--- config.mk ---
export PLATFORM = sky130hd
export DESIGN_NAME = spi_imu_responder
export DESIGN_NICKNAME = d
export VERILOG_FILES = /design/src/rtl/spi_imu_responder.sv
export SDC_FILE = /design/constraint.sdc
export NUM_CORES = 1
export LEC_CHECK = 0
export ABC_AREA = 0
export CAP_MARGIN = 20
export CELL_PAD_IN_SITES_DETAIL_PLACEMENT = 0
export CELL_PAD_IN_SITES_GLOBAL_PLACEMENT = 1
export CORE_ASPECT_RATIO = 0.6
export CORE_MARGIN = 2
export CORE_UTILIZATION = 45
export CTS_BUF_LIST = sky130_fd_sc_hd__clkbuf_4 sky130_fd_sc_hd__clkbuf_8
export DETAILED_ROUTE_END_ITERATION = 10
export DONT_BUFFER_PORTS = 1
export GPL_ROUTABILITY_DRIVEN = 0
export PLACE_DENSITY = 0.71
export SYNTH_ARGS = -nofsm -noshare
export SYNTH_HDL_FRONTEND = slang
export SYNTH_SLANG_ARGS = --single-unit
--- constraint.sdc ---
create_clock -name clk -period 4.4 [get_ports clk]
set_clock_uncertainty 0.05 [all_clocks]
set_input_delay 0.88 -clock clk [delete_from_list [all_inputs] [get_ports clk]]
set_output_delay 0.88 -clock clk [all_outputs]
set_load 0.005 [all_outputs]
--- src/rtl/spi_imu_responder.sv ---
// SPI mode-3 responder emulating an accel/gyro IMU: 128-byte register map with WHO_AM_I,
// control bytes and a coherent 96-bit sample. Define STATUS_REG_EN to add the 0x1E STATUS register.
module spi_imu_responder #(
    parameter logic [7:0]  WHO_AM_I_VAL = 8'h69,
    parameter logic [6:0]  OUT_BASE     = 7'h22,
    parameter int unsigned SYNC_STAGES  = 2
) (
    input  logic        clk,
    input  logic        reset,
    input  logic        CS,
    input  logic        SPC,
    input  logic        SDI,
    output logic        SDO,
    output logic        sdo_oe,
    input  logic        sample_valid,
    input  logic [95:0] sample_data,
    output logic [7:0]  ctrl1,
    output logic [7:0]  ctrl2,
    output logic        busy
);
    localparam int unsigned NUM_CTRL  = 14;
    localparam int unsigned OUT_BYTES = 12;
    localparam logic [6:0]  WHO_ADDR  = 7'h0F;
    localparam logic [6:0]  CTRL_BASE = 7'h10;
    localparam logic [6:0]  CTRL_LAST = 7'h1D;
`ifdef STATUS_REG_EN
    localparam logic [6:0]  STATUS_ADDR = 7'h1E;
`endif

    typedef enum logic [1:0] {IDLE, CMD, DATA} state_t;

    state_t                 state, state_n;
    logic [SYNC_STAGES-1:0] cs_sync, spc_sync, sdi_sync;
    logic                   cs_prev, spc_prev;
    logic [2:0]             bitcnt, bitcnt_n;
    logic [7:0]             shreg, shreg_n;
    logic                   rw, rw_n;
    logic [6:0]             addr, addr_n;
    logic                   sdo_n, sdo_oe_n;
    logic [7:0]             ctrl_regs [NUM_CTRL];
    logic [95:0]            out_regs, shadow;
    logic                   pending;
    logic                   wr_en_c;
    logic [6:0]             rd_addr_c, out_off_c;
    logic [7:0]             rd_data_c, shift_in_c;
    logic                   cs_s, spc_s, sdi_s, rise_c, fall_c, cs_fall_c, copy_c;
`ifdef STATUS_REG_EN
    logic [1:0]             status;
    logic                   clr_xl_c, clr_g_c;
    logic [6:0]             cur_off_c;
`endif

    assign cs_s       = cs_sync[SYNC_STAGES-1];
    assign spc_s      = spc_sync[SYNC_STAGES-1];
    assign sdi_s      = sdi_sync[SYNC_STAGES-1];
    assign rise_c     = spc_s & ~spc_prev;
    assign fall_c     = ~spc_s & spc_prev;
    assign cs_fall_c  = cs_prev & ~cs_s;
    assign copy_c     = cs_s & pending;
    assign shift_in_c = {shreg[6:0], sdi_s};
    assign ctrl1      = ctrl_regs[0];
    assign ctrl2      = ctrl_regs[1];

    // Byte to preload: the command's target address, or the next address in a burst
    assign rd_addr_c = (state == CMD) ? shift_in_c[6:0] : 7'(addr + 7'd1);
    assign out_off_c = 7'(rd_addr_c - OUT_BASE);

    always_comb begin
        rd_data_c = '0;
        if (rd_addr_c == WHO_ADDR)
            rd_data_c = WHO_AM_I_VAL;
        else if (rd_addr_c >= CTRL_BASE && rd_addr_c <= CTRL_LAST)
            rd_data_c = ctrl_regs[4'(rd_addr_c - CTRL_BASE)];
        else if (out_off_c < 7'(OUT_BYTES))
            rd_data_c = out_regs[{out_off_c[3:0], 3'b000} +: 8];
`ifdef STATUS_REG_EN
        else if (rd_addr_c == STATUS_ADDR)
            rd_data_c = {6'b0, status};
`endif
    end

`ifdef STATUS_REG_EN
    assign cur_off_c = 7'(addr - OUT_BASE);
`endif

    // Next-state and output logic
    always_comb begin
        state_n  = state;
        bitcnt_n = bitcnt;
        shreg_n  = shreg;
        rw_n     = rw;
        addr_n   = addr;
        sdo_n    = SDO;
        sdo_oe_n = sdo_oe;
        wr_en_c  = 1'b0;
`ifdef STATUS_REG_EN
        clr_xl_c = 1'b0;
        clr_g_c  = 1'b0;
`endif
        if (cs_s) begin
            state_n  = IDLE;
            bitcnt_n = '0;
            sdo_n    = 1'b1;
            sdo_oe_n = 1'b0;
        end else begin
            case (state)
                IDLE: begin
                    if (cs_fall_c) begin
                        state_n  = CMD;
                        bitcnt_n = '0;
                    end
                end
                CMD: begin
                    if (rise_c) begin
                        shreg_n  = shift_in_c;
                        bitcnt_n = 3'(bitcnt + 3'd1);
                        if (bitcnt == 3'd7) begin
                            rw_n    = shift_in_c[7];
                            addr_n  = shift_in_c[6:0];
                            state_n = DATA;
                            if (shift_in_c[7])
                                shreg_n = rd_data_c;
                        end
                    end
                end
                DATA: begin
                    if (rw) begin
                        if (fall_c) begin
                            sdo_n    = shreg[7];
                            sdo_oe_n = 1'b1;
                            shreg_n  = {shreg[6:0], 1'b0};
                        end else if (rise_c) begin
                            bitcnt_n = 3'(bitcnt + 3'd1);
                            if (bitcnt == 3'd7) begin
                                addr_n  = 7'(addr + 7'd1);
                                shreg_n = rd_data_c;
`ifdef STATUS_REG_EN
                                clr_g_c  = cur_off_c < 7'd6;
                                clr_xl_c = cur_off_c >= 7'd6 && cur_off_c < 7'(OUT_BYTES);
`endif
                            end
                        end
                    end else if (rise_c) begin
                        shreg_n  = shift_in_c;
                        bitcnt_n = 3'(bitcnt + 3'd1);
                        if (bitcnt == 3'd7) begin
                            wr_en_c = addr >= CTRL_BASE && addr <= CTRL_LAST;
                            addr_n  = 7'(addr + 7'd1);
                        end
                    end
                end
                default: state_n = IDLE;
            endcase
        end
    end

    always_ff @(posedge clk) begin
        if (reset) begin
            state    <= IDLE;
            cs_sync  <= '1;
            spc_sync <= '1;
            sdi_sync <= '0;
            cs_prev  <= 1'b1;
            spc_prev <= 1'b1;
            bitcnt   <= '0;
            shreg    <= '0;
            rw       <= 1'b0;
            addr     <= '0;
            SDO      <= 1'b1;
            sdo_oe   <= 1'b0;
            busy     <= 1'b0;
            out_regs <= '0;
            shadow   <= '0;
            pending  <= 1'b0;
            for (int i = 0; i < int'(NUM_CTRL); i++) ctrl_regs[i] <= '0;
`ifdef STATUS_REG_EN
            status   <= '0;
`endif
        end else begin
            state    <= state_n;
            cs_sync  <= {cs_sync[SYNC_STAGES-2:0], CS};
            spc_sync <= {spc_sync[SYNC_STAGES-2:0], SPC};
            sdi_sync <= {sdi_sync[SYNC_STAGES-2:0], SDI};
            cs_prev  <= cs_s;
            spc_prev <= spc_s;
            bitcnt   <= bitcnt_n;
            shreg    <= shreg_n;
            rw       <= rw_n;
            addr     <= addr_n;
            SDO      <= sdo_n;
            sdo_oe   <= sdo_oe_n;
            busy     <= ~cs_sync[SYNC_STAGES-2];
            if (wr_en_c) ctrl_regs[4'(addr - CTRL_BASE)] <= shift_in_c;
            // Output registers only refresh between frames so a burst read stays coherent
            if (sample_valid) shadow <= sample_data;
            if (copy_c) out_regs <= shadow;
            pending <= sample_valid | (pending & ~copy_c);
`ifdef STATUS_REG_EN
            if (copy_c) status <= 2'b11;
            else        status <= status & ~{clr_g_c, clr_xl_c};
`endif
        end
    end
endmodule
==> flow_summary.ini <==
[outcome]
status = finished, final reports clean

[yosys]
syn_area_per_cell_um2 = 9.93
synth_seq_cells = 353
synth_flop_cell = dfxtp_1
ys_types = 66
yosysSeqAreaShare_pct = 53.7
synth_edf_count = 128
ys_warn_count = 0
postSynthCellCount = 1566
ys_async_sr_fraction_pct = 0
syn_nets = 1683
syn_area_um2 = 15600

[clock_network]
cts_hold_buf = 0
clockBufferDepth = 3
cts_sinks = 353
post_cts_buffers = 0
clkLatencyLatePin_ns = 0.61
h-tree-depth = 2
cts-root-buf = clkbuf_8
cts_resized = 0
cts_tree = built
cts_made_buffers = 53
clkTransAtPathRegs_ns = 0.07

[power_and_ir_drop]
p_leak_uw = 0.00684
p_clk_share_pct = 43.5
p_int_uw = 5250
peakVddDrop_mv = 0.196
p_seq_share_pct = 52.8
swShare_pct = 22.6
p_comb_share_pct = 3.7
powerDensity_nw_per_um2 = 397
switching_power_uw = 1530

[drt]
drc = 0
vias = 11600
via_per_inst = 5.72
dr.pass1.iters = 5
routedWlPerCell_um = 22.1
drt_wl_total_um = 44900
drt_iter0_markers = 1054
ant_nets = 0

[cells_and_area]
post-route-util_pct = 50.4
finalInstanceArea_um2 = 17100
multi_input_area_um2 = 6570
antenna_cells = 0
fillCellCount = 3141
final_common_cell = nand2_1
syn2layout_area_growth_pct = 9.80
seqCellArea_um2 = 8350
finalNetCount = 1642
drive_above_1_share_pct = 11.5
final_cell_mix = 292 x nand2_1, 225 x dfxtp_1, 147 x and3_1, 128 x edfxtp_1, 121 x a21oi_1

[global_routing]
globalRouteOverflowTotal = 0
grt_pass1_vias = 11100
grtUsageTotal_pct = 24.8
grt_max_degree = 230
grt_pass1_wl_um = 68600
antenna_found_initial = 0

[sta]
fin_crit_ns = 3.68
whs_ns = 0.298
slew_viol_final = 0
max_freq_mhz = 272
rsz0062_at_grt = no
post-route-period-util_pct = 83.7
finalSetupViolCount = 0
hold_viol_final = 0
slew_headroom_pct = 30.6
worstMarginPinSlew_ns = 1.04
setup_tns_ns = 0

[worst_setup_path]
worstPathArrival_ns = 4.13
cp_data_required_time_ns = 4.85
worstSetupPathType = reg -> reg
end_kind = flop
cp-start-kind = flop
cp_max_fo = 11

[floorplanning]
die_h_um = 148
coreArea_um2 = 33900
ioPinCount = 121
die-area_um2 = 36100
row_count = 52
fp.dieW_um = 244
start_util_pct = 45.9

[hold_path]
holdCritPathClass = in -> reg

[place]
io_buffers = 0
dpl_cell_area_um2 = 15900
detailed_place_hpwl_um = 29600

[run]
maxCapViolations = 0
power groups by stage:
stage | registers (uW) | logic (uW) | clock network (uW)
after floorplan | 3610 | 239 | 0
after global placement | 3650 | 240 | 0
after detailed placement | 3650 | 244 | 0
after global routing | 3590 | 279 | 3160
after CTS | 3580 | 246 | 3010
final | 3580 | 249 | 2950
synth_stat cells, types with 11 or more instances:
| master | instances | area share, % |
|---|---|---|
| a21o_1 | 17 | 0.82 |
| nand2_1 | 294 | 7.1 |
| buf_1 | 19 | 0.46 |
| ha_1 | 15 | 1.2 |
| a311oi_1 | 12 | 0.68 |
| inv_1 | 18 | 0.43 |
| edfxtp_1 | 128 | 25 |
| nand3_1 | 11 | 0.35 |
| o21ai_0 | 14 | 0.45 |
| a31oi_1 | 20 | 0.80 |
| and3_1 | 147 | 5.9 |
| dfxtp_1 | 225 | 29 |
| a21oi_1 | 121 | 3.9 |
| clkbuf_1 | 89 | 2.1 |
| nor2_1 | 120 | 2.9 |
| mux2i_1 | 106 | 6.8 |
| a211oi_1 | 31 | 1.5 |
| a22oi_1 | 15 | 0.72 |
| mux4_2 | 21 | 3.0 |
path summary, 6_finish.rpt:
| path | from | to | slack (ns) | cells past startpoint |
|---|---|---|---|---|
| hold reg to reg | cs_sync[0] | cs_sync[1] | 0.36 | 1 |
| setup reg to reg | state[1] | shreg[1] | 0.72 | 13 |
| hold / removal | reset | sdi_sync[0] | 0.30 | 1 |
| setup / recovery | state[1] | shreg[1] | 0.72 | 13 |
registers in the layout, indices dropped and copies added, names as in the netlist, 2 cells and up:
name / count
ctrl_regs: 128
out_regs: 96
shadow: 96
shreg: 8
addr: 7
bitcnt: 3
cs_sync: 2
sdi_sync: 2
spc_sync: 2
state: 2
final cells by class:
type,instances,share of cell area [%]
clock inverters,15,0.740
well taps,459,3.36
clock buffers,84,6.15
inverters,20,0.440
flip-flops and latches,353,48.9
repair buffers,37,1.96
multi-input cells,1060,38.5
per-layer routing:
metal	wire length, um	up-vias	global-route usage, %
li1	-	5486	-
met1	23100	5686	39.6
met2	17300	369	31.9
met3	3880	53	7.70
met4	567	0	5.06
met5	0	-	0
per-stage QoR:
step / std cells / setup slack, ns / total power, uW
floorplan: 1566 / 0.808 / 3850
global placement: 1928 / 0.858 / 3890
detailed placement: 1928 / 0.741 / 3890
CTS: 2027 / 0.758 / 6840
global route: 2028 / 0.404 / 7020
finish: 2028 / 0.717 / 6780
worst max-delay path: stages (launching register included):
cell and delay [ns]:
dfxtp_1 0.38, inv_1 0.08, ha_1 0.32, inv_1 0.13
mux2_2 0.40, inv_1 0.14, ha_1 0.22, inv_1 0.09
or3_1 0.36, o211ai_1 0.53, a22oi_1 0.14, o32a_1 0.31
a21boi_0 0.17, o31a_1 0.28
logic make-up after synthesis:
logic type / after synthesis / share of synthesized area [%]
muxes: 128 / 9.93
buffers and inverters: 153 / 4.29
AOI/OAI and AO/OA: 277 / 11.5
and+or+nand+nor: 636 / 19.2
adders and majority gates: 15 / 1.21
xor gates and xnor gates: 4 / 0.225
DFF: 353 / 53.7
Note: power is estimated with default switching activity, not from simulation.
==> RTL change 1 (same flow settings) <==
The 3 states of `state_t` get a one-hot encoding in 3 bits.
--- a/src/rtl/spi_imu_responder.sv
+++ b/src/rtl/spi_imu_responder.sv
@@ -28,5 +28,5 @@
 `endif
 
-    typedef enum logic [1:0] {IDLE, CMD, DATA} state_t;
+    typedef enum logic [2:0] {IDLE = 3'b001, CMD = 3'b010, DATA = 3'b100} state_t;
 
     state_t                 state, state_n;
Behaviour: no difference found for any inputs over 4 cycles, from zero or initial values and one cycle with reset high; so few cycles prove little.
==> RTL change 1 against the unedited design <==
- final cell count rose by 5.5%
- global-route usage fell by 0.60 points
- sequential cell count rose by 1
- non-clock buffer count fell by 1
- synthesized area fell by 0.80%
- worst setup slack got worse by 0.11 ns
- power rose by 1.3%
- utilization rose by 0.083 points
- clock power rose by 3%
- die area fell by 0.79%
- count of clock-buffer cells in the layout rose by 1
- critical path depth fell by 2
- critical path type unchanged
- largest cell class unchanged
- final area fell by 0.22%
- routed wire length fell by 2.9%
==> RTL change 1: results (changes against the unedited design) <==
clk_lat worst skew = 0.60 ns
vias in the first global route = 10850 (-2.3%)
top_reg_cell synth = dfxtp_1
R2R setup slack = 0.61 ns (-0.11 ns)
Vias/cell = 5.483 (-4.1%)
top sig layer = met4
Hold Worst Slack = 0.3068 ns (+0.008995 ns)
biggest regs = ctrl_regs x128, out_regs x96, shadow x96
Critical-path top delay cell = or3b_1
CTS max path bufs = 3 (unchanged)
CP Max Fanout = 14 (+3)
register area share after synthesis = 0.5423 (+0.005649)
CP peak stage delay = 0.70 ns (+0.17 ns)
Cell Area, Placed = 15830 um^2 (-0.31%)
clock-pin slew on the worst setup and hold paths = 0.07 ns (about the same)
first-pass GRT wire length = 66660 um (-2.8%)
met2 GRT Util = 0.2963 (-0.02317)
metal1 wirelength = 23380 um (+1.3%)
PwrDens = 403.2 nW/um^2 (+1.5%)
xor and xnor fraction of the mapped netlist area = 0.002757 (+0.0005048)
outcome = complete, no violations
max_slew headroom = 0.2836 (-0.02279)
DP Worst Slack = 0.6961 ns (-0.04534 ns)
routed wire length on met3 = 3734 um (-3.9%)
Hold WC Path Type = in2reg
DR WL/cell = 20.37 um (-7.9%)
Initial DRC Count = 1161 (+10%)
Commonest cells post-synth = nand2_1, dfxtp_1, nor2_1
Synth Area in Adders = 0.008920 (-0.003146)
yosys warns = 0 (unchanged)
share of cells above drive strength 1 = 0.1042 (-0.01049)
Synth area leaders = dfxtp_1, edfxtp_1, nand2_1, mux2i_1, and2_1
largest net degree at the start of global routing = 233 (+1.3%)
worst ir drop on vdd = 0.2852 mV (+45%)
met3 global-route usage = 0.06137 (-0.01561)
Placed Cells = 2042 (+5.9%)
Post-Syn Instances = 1670 (+6.6%)
delay-heaviest family, CP = simple AND/OR/NAND/NOR gates
Filler Cells Inserted = 3138 (-0.096%)
Synthesized Nets = 1783 (+5.9%)
Netlist cell types = 65 (-1.5%)
Pleak = 6.317 nW (-7.6%)
Antenna Nets Post-Route = 0 (unchanged)
total track usage = 0.2418 (-0.006019)
maximum clock frequency = 0.2640 GHz (-2.8%)
dpl hpwl = 29490 um (-0.36%)
met1 GRT Util = 0.4100 (+0.01363)
mux contribution to synthesized area = 0.08239 (-0.01695)
EDFF count, synth = 128 (unchanged)
Crit path arrival time = 4.26 ns (+0.13 ns)
met2 WL = 15960 um (-8.0%)
total routed wirelength = 43580 um (-2.9%)
Compound-Gate Fraction of Synth Area = 0.08417 (-0.03053)
post-synthesis async set-or-reset flop share = 0 (unchanged)
CTS H-tree depth = 2 (unchanged)
## RTL change 1: worst paths after layout
kind / cells after the start / endpoint / start
max reg2reg: 11 / shreg[0] / state[0]
min reg2reg: 1 / cs_sync[1] / cs_sync[0]
max: 11 / shreg[0] / state[0]
min: 1 / sdi_sync[0] / reset
## RTL change 1: final cells by class
| cell class | instances | area share |
|---|---|---|
| multi-input cells | 1183 | 0.3854 |
| diodes | 1 | 0.0001468 |
| flip-flops and latches | 354 | 0.4910 |
| clock inverters | 10 | 0.009031 |
| clock buffers | 85 | 0.06167 |
| inverters | 11 | 0.002423 |
| well taps | 459 | 0.03370 |
| repair buffers | 36 | 0.01659 |
## RTL change 1: power breakdown
part	total, mW	internal, mW	switching, mW
sequential	3.59	3.52	0.0791
clock	3.03	1.74	1.29
combinational	0.242	0.102	0.140
==> RTL change 2 (same flow settings) <==
Made on the original files. Add a define of `STATUS_REG_EN`.
--- a/src/rtl/spi_imu_responder.sv
+++ b/src/rtl/spi_imu_responder.sv
@@ -1,4 +1,6 @@
 // SPI mode-3 responder emulating an accel/gyro IMU: 128-byte register map with WHO_AM_I,
 // control bytes and a coherent 96-bit sample. Define STATUS_REG_EN to add the 0x1E STATUS register.
+`define STATUS_REG_EN
+
 module spi_imu_responder #(
     parameter logic [7:0]  WHO_AM_I_VAL = 8'h69,
Check against the original RTL: same outputs for any inputs over 4 cycles, from zero or initial values and one cycle with reset high; that may be too few to reach the edited logic, so the function may still have changed.
==> RTL change 2 against the unedited design <==
- clock power about the same
- final area increased by 0.70%
- worst setup slack worse by 0.18 ns
- synthesized area is 0.60% higher
- sequential cell count grew 2
- power is 0.21% lower
- global-route usage down 0.33 points
- combinational power is 7% lower
- synthesized cell count increased by 6.5%
- routed wire length fell by 1.5%
- via count rose by 3.2%
- largest cell class unchanged
- highest routed layer unchanged
==> RTL change 2: results (changes against the unedited design) <==
outcome = complete, no violations
Crit path arrival time = 4.32 ns (+0.19 ns)
dpl hpwl = 29610 um (about the same)
CP peak stage delay = 0.61 ns (+0.08 ns)
worst r2r src = state[1]
vias in the first global route = 11370 (+2.4%)
Slew @ Worst Pin = 1.037 ns (-0.001676 ns)
Hold Worst Slack = 0.2973 ns (-0.0004730 ns)
fin nets = 1754 (+6.8%)
CTS H-tree depth = 2 (unchanged)
clock-pin slew on the worst setup and hold paths = 0.07 ns (about the same)
top_reg_cell synth = dfxtp_1
Synth area leaders = dfxtp_1, edfxtp_1, nand2_1, mux2i_1, a21oi_1
Cell Area, Placed = 16050 um^2 (+1.1%)
1st-pass router iterations = 5 (unchanged)
EDFF count, synth = 128 (unchanged)
ant diodes = 0 (unchanged)
share of cells above drive strength 1 = 0.09863 (-0.01610)
worst ir drop on vdd = 0.2386 mV (+22%)
NetSw = 1.545 mW (+0.93%)
Worst R2R End = shreg[1]
Hold Crit Depth = 1 (unchanged)
R2R setup slack = 0.54 ns (-0.18 ns)
Netlist cell types = 60 (-9.1%)
biggest regs = ctrl_regs x128, out_regs x96, shadow x96
TritonCTS buffer count = 53 (unchanged)
total track usage = 0.2445 (-0.003300)
total routed wirelength = 44190 um (-1.5%)
Setup Fix Bufs, Post-CTS = 0 (unchanged)
I/O Buffers = 0 (unchanged)
CTS max path bufs = 3 (unchanged)
hold_sp = reset
yosys warns = 0 (unchanged)
Hold WC Path Type = in2reg
routed vias = 11970 (+3.2%)
clk_lat worst skew = 0.62 ns
Initial DRC Count = 1452 (+38%)
first-pass GRT wire length = 68180 um (-0.61%)
Resize count post-CTS = 0 (unchanged)
most frequent cell after synthesis = nand2_1
Commonest cells post-synth = nand2_1, dfxtp_1, nor2_1
post-synthesis async set-or-reset flop share = 0 (unchanged)
CP Max Fanout = 17 (+6)
Critical-path top delay cell = ha_1
Pleak = 6.492 nW (-5.1%)
register area share after synthesis = 0.5360 (-0.0006597)
Root Driver = clkbuf_8
largest net degree at the start of global routing = 238 (+3.5%)
Worst R2R Path Depth = 14 (+1)
initial antenna violation count = 0 (unchanged)
Hold EP = sdi_sync[0]
==> RTL change 2: critical path, delay by kind of cell, from the launching register on <==
kind,cells,cell delay (ns)
mux,1,0.28
compound gates,3,0.65
simple gates,2,0.57
fa+ha+maj,2,0.90
flops,1,0.34
buf+inv,6,0.98
==> RTL change 2: stage by stage <==
step / utilization / setup WS [ns] / cells / total power, mW
finish: 0.5064 / 0.5358 / 2132 / 6.768
global route: 0.5064 / 0.1904 / 2132 / 7.004
CTS: 0.5064 / 0.5336 / 2132 / 6.817
detailed placement: 0.4726 / 0.5705 / 2037 / 3.878
global placement: 0.4726 / 0.6331 / 2037 / 3.875
floorplan: - / 0.4950 / 1668 / 3.846
==> RTL change 2: kinds of logic (layout without fill, tap and decap cells) <==
logic type               Yosys count  in the layout  share of synthesized area
AO/OA/AOI/OAI                    260            260                     0.1047
XOR/XNOR                           8              8                   0.005677
adder cells (fa/ha/maj)           19             19                    0.01519
buffers and inverters            151            156                    0.03774
flip-flops                       355            355                     0.5360
multiplexers                     120            120                    0.08235
AND/OR/NAND/NOR                  755            755                     0.2184
==> RTL change 2: power groups by stage <==
stage / sequential (mW) / clock (mW) / combinational (mW)
CTS: 3.57 / 3.01 / 0.234
detailed placement: 3.65 / 0 / 0.233
global route: 3.59 / 3.15 / 0.264
global placement: 3.65 / 0 / 0.228
floorplan: 3.61 / 0 / 0.232
finish: 3.58 / 2.96 / 0.232
==> RTL change 2: layout make-up <==
| class | instances | area (um^2) |
|---|---|---|
| inverters | 23 | 86.33 |
| fillers | 3215 | 16760 |
| well taps | 459 | 574.3 |
| flip-flops and latches | 355 | 8388 |
| multi-input cells | 1162 | 6693 |
| clock inverters | 26 | 259.0 |
| clock buffers | 69 | 887.1 |
| repair buffers | 38 | 310.3 |
==> RTL change 2: how the worst max path moves through the flow <==
stage              from        to  slack [ns]  depth (start not counted)
2_1_floorplan   addr[0]  shreg[0]        0.49                         12
3_3_place_gp   state[1]  shreg[1]        0.63                         14
3_5_place_dp   state[1]  shreg[1]        0.57                         14
4_1_cts        state[1]  shreg[1]        0.53                         14
5_1_grt        state[1]  shreg[1]        0.19                         14
6_report       state[1]  shreg[1]        0.54                         14
==> RTL change 2: layer usage <==
metal	share of wire	GRT usage	wire length, um
met1	0.51	0.3977	22700
met2	0.37	0.3064	16340
met5	0	0	0
met3	0.10	0.07470	4496
met4	0.015	0.05213	651
